<file path="src/rtl/icache_fetch_requester_pkg.sv">
// Shared constants, encodings and state type for the fetch requester.
package icache_fetch_requester_pkg;

    localparam logic [31:0] NOP_INST = 32'h0000_0013;

    typedef enum logic [1:0] {
        PC_SEL_SEQ    = 2'b00,
        PC_SEL_BRANCH = 2'b01,
        PC_SEL_JAL    = 2'b10,
        PC_SEL_JALR   = 2'b11
    } pc_select_e;

    typedef enum logic [1:0] {
        ST_REQ     = 2'b00,
        ST_WAIT    = 2'b01,
        ST_DISCARD = 2'b10
    } fetch_state_e;

    // Execute-stage redirect: jumps always, branches only when taken.
    function automatic logic is_redirect(input logic [1:0] sel, input logic branch_taken);
        return (sel == PC_SEL_JALR) | (sel == PC_SEL_JAL) | ((sel == PC_SEL_BRANCH) & branch_taken);
    endfunction

endpackage

</file>
<file path="src/rtl/icache_fetch_requester_if.sv">
// Instruction-cache request/response port; master is the fetch requester.
interface icache_fetch_requester_if #(
    parameter int unsigned ADDRESS_BITS = 20,
    parameter int unsigned DATA_WIDTH   = 32
);
    logic                    icache_req;
    logic [ADDRESS_BITS-1:0] icache_addr;
    logic                    icache_ready;
    logic                    icache_resp_valid;
    logic [DATA_WIDTH-1:0]   icache_resp_data;

    modport master (
        output icache_req,
        output icache_addr,
        input  icache_ready,
        input  icache_resp_valid,
        input  icache_resp_data
    );

    modport slave (
        input  icache_req,
        input  icache_addr,
        output icache_ready,
        output icache_resp_valid,
        output icache_resp_data
    );
endinterface

</file>
<file path="src/rtl/icache_fetch_requester.sv">
// Fetch front end: owns the PC, keeps one i-cache read in flight and
// presents the returned instruction as a one-entry slot to fetch_pipe.
module icache_fetch_requester
    import icache_fetch_requester_pkg::*;
#(
    parameter int unsigned           DATA_WIDTH   = 32,
    parameter int unsigned           ADDRESS_BITS = 20,
    parameter logic [ADDRESS_BITS-1:0] RESET_PC   = '0
) (
    input  logic                    clock,
    input  logic                    reset,
    input  logic                    stall,
    input  logic [1:0]              next_PC_select_execute,
    input  logic                    branch_execute,
    input  logic [ADDRESS_BITS-1:0] redirect_PC,
    icache_fetch_requester_if.master icache,
    output logic [ADDRESS_BITS-1:0] inst_PC_fetch,
    output logic [DATA_WIDTH-1:0]   instruction_fetch,
    output logic                    icache_valid
);

    localparam logic [DATA_WIDTH-1:0] NOP_WORD = DATA_WIDTH'(NOP_INST);

    fetch_state_e            state_q, state_d;
    logic [ADDRESS_BITS-1:0] pc_q, pc_d;
    logic [ADDRESS_BITS-1:0] slot_pc_q, slot_pc_d;
    logic [DATA_WIDTH-1:0]   slot_data_q, slot_data_d;
    logic                    slot_valid_q, slot_valid_d;

    logic redirect_c;
    logic req_c;
    logic handshake_c;

    assign redirect_c  = is_redirect(next_PC_select_execute, branch_execute);
    // Only request when the slot will be free to take the response.
    assign req_c       = (state_q == ST_REQ) & (~slot_valid_q | ~stall) & ~reset;
    assign handshake_c = req_c & icache.icache_ready;

    // Next-state: FSM transitions, PC update, slot fill/consume/flush.
    always_comb begin
        state_d      = state_q;
        pc_d         = pc_q;
        slot_pc_d    = slot_pc_q;
        slot_data_d  = slot_data_q;
        slot_valid_d = slot_valid_q;

        if (slot_valid_q & ~stall) begin
            slot_valid_d = 1'b0;
            slot_pc_d    = '0;
            slot_data_d  = NOP_WORD;
        end

        if (redirect_c) begin
            slot_valid_d = 1'b0;
            slot_pc_d    = '0;
            slot_data_d  = NOP_WORD;
            pc_d         = redirect_PC;
            unique case (state_q)
                ST_REQ:     state_d = handshake_c ? ST_DISCARD : ST_REQ;
                ST_WAIT:    state_d = icache.icache_resp_valid ? ST_REQ : ST_DISCARD;
                ST_DISCARD: state_d = icache.icache_resp_valid ? ST_REQ : ST_DISCARD;
                default:    state_d = ST_REQ;
            endcase
        end else begin
            unique case (state_q)
                ST_REQ: begin
                    if (handshake_c) state_d = ST_WAIT;
                end
                ST_WAIT: begin
                    if (icache.icache_resp_valid) begin
                        slot_valid_d = 1'b1;
                        slot_pc_d    = pc_q;
                        slot_data_d  = icache.icache_resp_data;
                        pc_d         = pc_q + ADDRESS_BITS'(4);
                        state_d      = ST_REQ;
                    end
                end
                ST_DISCARD: begin
                    if (icache.icache_resp_valid) state_d = ST_REQ;
                end
                default: state_d = ST_REQ;
            endcase
        end
    end

    // State register with synchronous reset.
    always_ff @(posedge clock) begin
        if (reset) begin
            state_q      <= ST_REQ;
            pc_q         <= RESET_PC;
            slot_pc_q    <= '0;
            slot_data_q  <= NOP_WORD;
            slot_valid_q <= 1'b0;
        end else begin
            state_q      <= state_d;
            pc_q         <= pc_d;
            slot_pc_q    <= slot_pc_d;
            slot_data_q  <= slot_data_d;
            slot_valid_q <= slot_valid_d;
        end
    end

    assign icache.icache_req  = req_c;
    assign icache.icache_addr = pc_q;
    assign inst_PC_fetch      = slot_pc_q;
    assign instruction_fetch  = slot_data_q;
    assign icache_valid       = slot_valid_q;

endmodule

</file>
<file path="src/flat_wrapper.sv">
// flat-port wrapper written by rule: the top's interface ports become plain ports
module icache_fetch_requester_flat import icache_fetch_requester_pkg::*;
#(
    parameter int unsigned           DATA_WIDTH   = 32,
    parameter int unsigned           ADDRESS_BITS = 20,
    parameter logic [ADDRESS_BITS-1:0] RESET_PC   = '0
)
  (clock, reset, stall, next_PC_select_execute, branch_execute, redirect_PC, inst_PC_fetch, instruction_fetch, icache_valid, icache_icache_req, icache_icache_addr, icache_icache_ready, icache_icache_resp_valid, icache_icache_resp_data);
  icache_fetch_requester_if #(.ADDRESS_BITS(ADDRESS_BITS), .DATA_WIDTH(DATA_WIDTH)) icache_i ();
  input  logic clock;
  input  logic reset;
  input  logic stall;
  input  logic [1:0] next_PC_select_execute;
  input  logic branch_execute;
  input  logic [ADDRESS_BITS-1:0] redirect_PC;
  output logic [ADDRESS_BITS-1:0] inst_PC_fetch;
  output logic [DATA_WIDTH-1:0] instruction_fetch;
  output logic icache_valid;
  output wire logic [$bits(icache_i.icache_req)-1:0] icache_icache_req;
  output wire logic [$bits(icache_i.icache_addr)-1:0] icache_icache_addr;
  input wire logic [$bits(icache_i.icache_ready)-1:0] icache_icache_ready;
  input wire logic [$bits(icache_i.icache_resp_valid)-1:0] icache_icache_resp_valid;
  input wire logic [$bits(icache_i.icache_resp_data)-1:0] icache_icache_resp_data;
  assign icache_icache_req = icache_i.icache_req;
  assign icache_icache_addr = icache_i.icache_addr;
  assign icache_i.icache_ready = icache_icache_ready;
  assign icache_i.icache_resp_valid = icache_icache_resp_valid;
  assign icache_i.icache_resp_data = icache_icache_resp_data;
  icache_fetch_requester #(.DATA_WIDTH(DATA_WIDTH), .ADDRESS_BITS(ADDRESS_BITS), .RESET_PC(RESET_PC)) u_core (.clock(clock), .reset(reset), .stall(stall), .next_PC_select_execute(next_PC_select_execute), .branch_execute(branch_execute), .redirect_PC(redirect_PC), .icache(icache_i), .inst_PC_fetch(inst_PC_fetch), .instruction_fetch(instruction_fetch), .icache_valid(icache_valid));
endmodule
</file>
<file path="config.mk">
export PLATFORM = sky130hd
export DESIGN_NAME = icache_fetch_requester_flat
export DESIGN_NICKNAME = d
export VERILOG_FILES = /design/src/rtl/icache_fetch_requester_pkg.sv /design/src/rtl/icache_fetch_requester_if.sv /design/src/rtl/icache_fetch_requester.sv /design/src/flat_wrapper.sv
export SDC_FILE = /design/constraint.sdc
export NUM_CORES = 1
export LEC_CHECK = 0
export CAP_MARGIN = 10
export CORE_ASPECT_RATIO = 0.9
export CORE_MARGIN = 2
export CORE_UTILIZATION = 41
export CTS_CLUSTER_SIZE = 20
export DETAILED_ROUTE_END_ITERATION = 7
export GPL_ROUTABILITY_DRIVEN = 0
export GPL_TIMING_DRIVEN = 0
export PLACE_DENSITY = 0.89
export SLEW_MARGIN = 20
export SYNTH_ARGS = -nofsm -noshare
export SYNTH_HDL_FRONTEND = slang
export SYNTH_SLANG_ARGS = --single-unit
</file>
<file path="constraint.sdc">
create_clock -name clock -period 5 [get_ports clock]
set_clock_uncertainty 0.1 [all_clocks]
set_input_delay 1 -clock clock [delete_from_list [all_inputs] [get_ports clock]]
set_output_delay 1 -clock clock [all_outputs]
set_load 0.05 [all_outputs]
</file>
==> metrics.md <==
| Metric | Value |
|---|---|
| Status | completed |
| Fin crit period | 3.71 ns |
| Initial antenna violation count | 0 |
| Setup TNS | 0 ns |
| Final setup vio count | 0 |
| CP Capture Type | output port |
| CTS tree | built |
| Post-cts resize count | 0 |
| Reg2reg end | u_core.inst_PC_fetch[0] |
| Mapped Nets | 394 |
| Hold-fix buffers, CTS | 0 |
| Longest Clk Path Bufs | 2 |
| Drt pass-1 iters | 4 |
| Power Density | about 270 nW/µm² |
| Starting DRT DRC Count | 126 |
| Pins Over Slew Limit | 0 |
| WL final | 8.76 mm |
| # port buffers | approximately 130 |
| Mapped Avg Cell Area | 9.00 µm² |
| Number of primary I/O pins | 134 |
| WP data required | ~3.9 ns |
| Post-synth EDFFs | 0 |
| CTS root buf | clkbuf_8 |
| Sequential Power Share | 0.519 |
| Inserted Diodes | 0 |
| RSZ-0062 raised after global routing | no |
| Max_cap viols | 0 |
| Skew-Pair Late Insertion Delay | 0.34 ns |
| Cell count after synthesis | 330 |
| Clock power frac | 0.323 |
| TritonCTS buffer count | 9 |
| Hold WC Path Type | reg2reg |
| Worst Hold End | u_core.instruction_fetch[4] |
| Clk sinks | between 70 and 80 |
| Post-synth top area cell | dfxtp_1 |
| Total Nets Final | 537 |
| Layout Cells excl Fill | 570 |
| Largest net degree at the start of global routing | 12 |
| First-pass GRT wire length | 13.8 mm |
| Cell area after synthesis | 2970 µm² |
| Final Hold Violating Endpoints | 0 |
| Netlist cell types | 39 |
| Reg2reg start | u_core.state_q[1] |
| Routed Antenna Nets | 0 |
| Filler instances | 599 |
| Crit Path Class | in2out |
| Die height | roughly 85 µm |
| Die W | about 94 µm |
| Register area share after synthesis | 0.506 |
| Number of global-route vias before repair | slightly below 3000 |
| Via density | approximately 5.2 |
| Yosys reg bits | 75 |
| Synthesis Warnings | 0 |
| Combinational power share | 0.158 |
| Core ar. | about 7000 µm² |
| Die Area | around 7900 µm² |
| Initial core utilization | 0.422 |
| DR DRC count | 0 |
| Crit share post-route | 0.741 |
| Detailed placement HPWL | 6.52 mm |
| Synth area leaders | dfxtp_1, a22oi_1, nor2_1 |
| Hold Path Depth | 2 |
| Worst setup SP type | input port |
| Most common cell after layout, fill and taps aside | clkdlybuf4s50_1 |
| Critical Path AT | ~2.6 ns |
| Placed Cells | between 500 and 600 |
| Switching pwr | about 330 µW |
| Dominant synthesized flop cell | dfxtp_1 |
| Total track usage | 0.220 |
| Global route overflow | 0 |
| Sw Ratio | 0.271 |
| Max rail drop VDD | roughly 0.00014 V |
| Fin util | 0.649 |
| Largest fanout on the critical path | 3 |
| Fraction of layout cells with a size suffix above 1 | 0.0356 |
| Worst-Margin Slew | between 0.5 and 0.6 ns |
| Cell internal pwr | around 900 µW |
| Number of core rows | 29 |
| HP Start | u_core.instruction_fetch[4] |
| Slew headroom | 0.635 |
| Fmax | approximately 270 MHz |
| Post-synth top area share | 0.506 |
| H-tree levels | 3 |
| Most frequent cells in the layout | clkdlybuf4s50_1, dfxtp_1, nor2_1 |
| R2r setup slk | between 2 and 3 ns |
| Number of post-CTS setup repair buffers | 0 |
| Leak | about 1.5 nW |
| Worst-path clk slew | 0.07 ns |
| Drt wl/cell | 15.4 µm |
| Via count | ~3000 |
| P&R area growth vs syn | 53.8% |
| Worst-case reg-to-reg path depth | 8 |
| Post-synth ARST share | 0 |
## worst max path at each step
stage                     start  depth (start not counted)           endpoint
after global placement    stall                          4  icache_icache_req
after global routing      stall                          4  icache_icache_req
after CTS                 stall                          4  icache_icache_req
final                     stall                          4  icache_icache_req
after detailed placement  stall                          4  icache_icache_req
after floorplan           reset                          3  icache_icache_req
## registers in the layout, summed over array words and instances (netlist names)
| name | flops |
|---|---|
| u_core.icache_valid | 1 |
| u_core.instruction_fetch | 32 |
| u_core.state_q | 2 |
| u_core.icache.icache_addr | 20 |
| u_core.inst_PC_fetch | 20 |
## cells in the mapped netlist, types with 3 or more instances
cell      number
a211oi_1      12
a21oi_1        6
a22oi_1       48
a311oi_1       6
clkbuf_1      22
dfxtp_1       75
ha_1           4
inv_1         10
nand2_1       19
nand4_1        5
nor2_1        68
nor3_1         5
nor4_1         7
o22ai_1        3
o31ai_1        3
xnor2_1        8
xor2_1         3
## cells by family (layout without fill, tap and decap cells)
kind of cell | Yosys count | count (layout) | synth area share
compound gates | 86 | 86 | 0.214
xor+xnor | 11 | 11 | 0.0325
fa+ha+maj | 4 | 4 | 0.0169
buf+inv | 35 | 182 | 0.0447
flops | 75 | 75 | 0.506
simple gates | 119 | 119 | 0.187
## critical path, cell delays in order
cell	delay [ns]
clkdlybuf4s50_1	0.43
nand2_1	0.10
nor3b_1	0.22
clkdlybuf4s50_1	0.85
## power by group through the flow
stage | logic (mW) | registers, mW | clock network, mW
after floorplan | 0.0557 | 0.686 | 0
after global placement | 0.188 | 0.644 | 0
after detailed placement | 0.192 | 0.645 | 0
after CTS | 0.192 | 0.631 | 0.400
after global routing | 0.203 | 0.634 | 0.429
final | 0.192 | 0.632 | 0.393
## metrics by stage
stage | total power, mW | hold slack (ns) | instance area, µm² | worst slack [ns]
finish | 1.22 | 0.372 | 4570 | 1.29
CTS | 1.22 | 0.376 | 4570 | 1.29
global route | 1.27 | 0.419 | 4570 | 1.19
detailed placement | 0.837 | 0.358 | 4410 | 1.30
floorplan | 0.742 | 0.386 | 2970 | 1.38
global placement | 0.833 | 0.345 | 4410 | 1.32
## cell type report
type                            instances  area (µm²)  area share
Clock buffer                           12         145      0.0318
Inverter                               10        37.5     0.00822
Buffer                                 25        95.1      0.0208
Clock inverter                          3        15.0     0.00329
Timing Repair Buffer                  132        1320       0.289
Tap cell                               93         116      0.0255
Multi-Input combinational cell        220        1340       0.292
Sequential cell                        75        1500       0.329
## layer usage
layer | wire [µm] | GRT usage
met4 | 199 | 0.0738
met3 | 454 | 0.0539
met5 | 0 | 0
met2 | 4250 | 0.371
met1 | 3860 | 0.275
No activity file was read; power rests on OpenSTA's default activity.
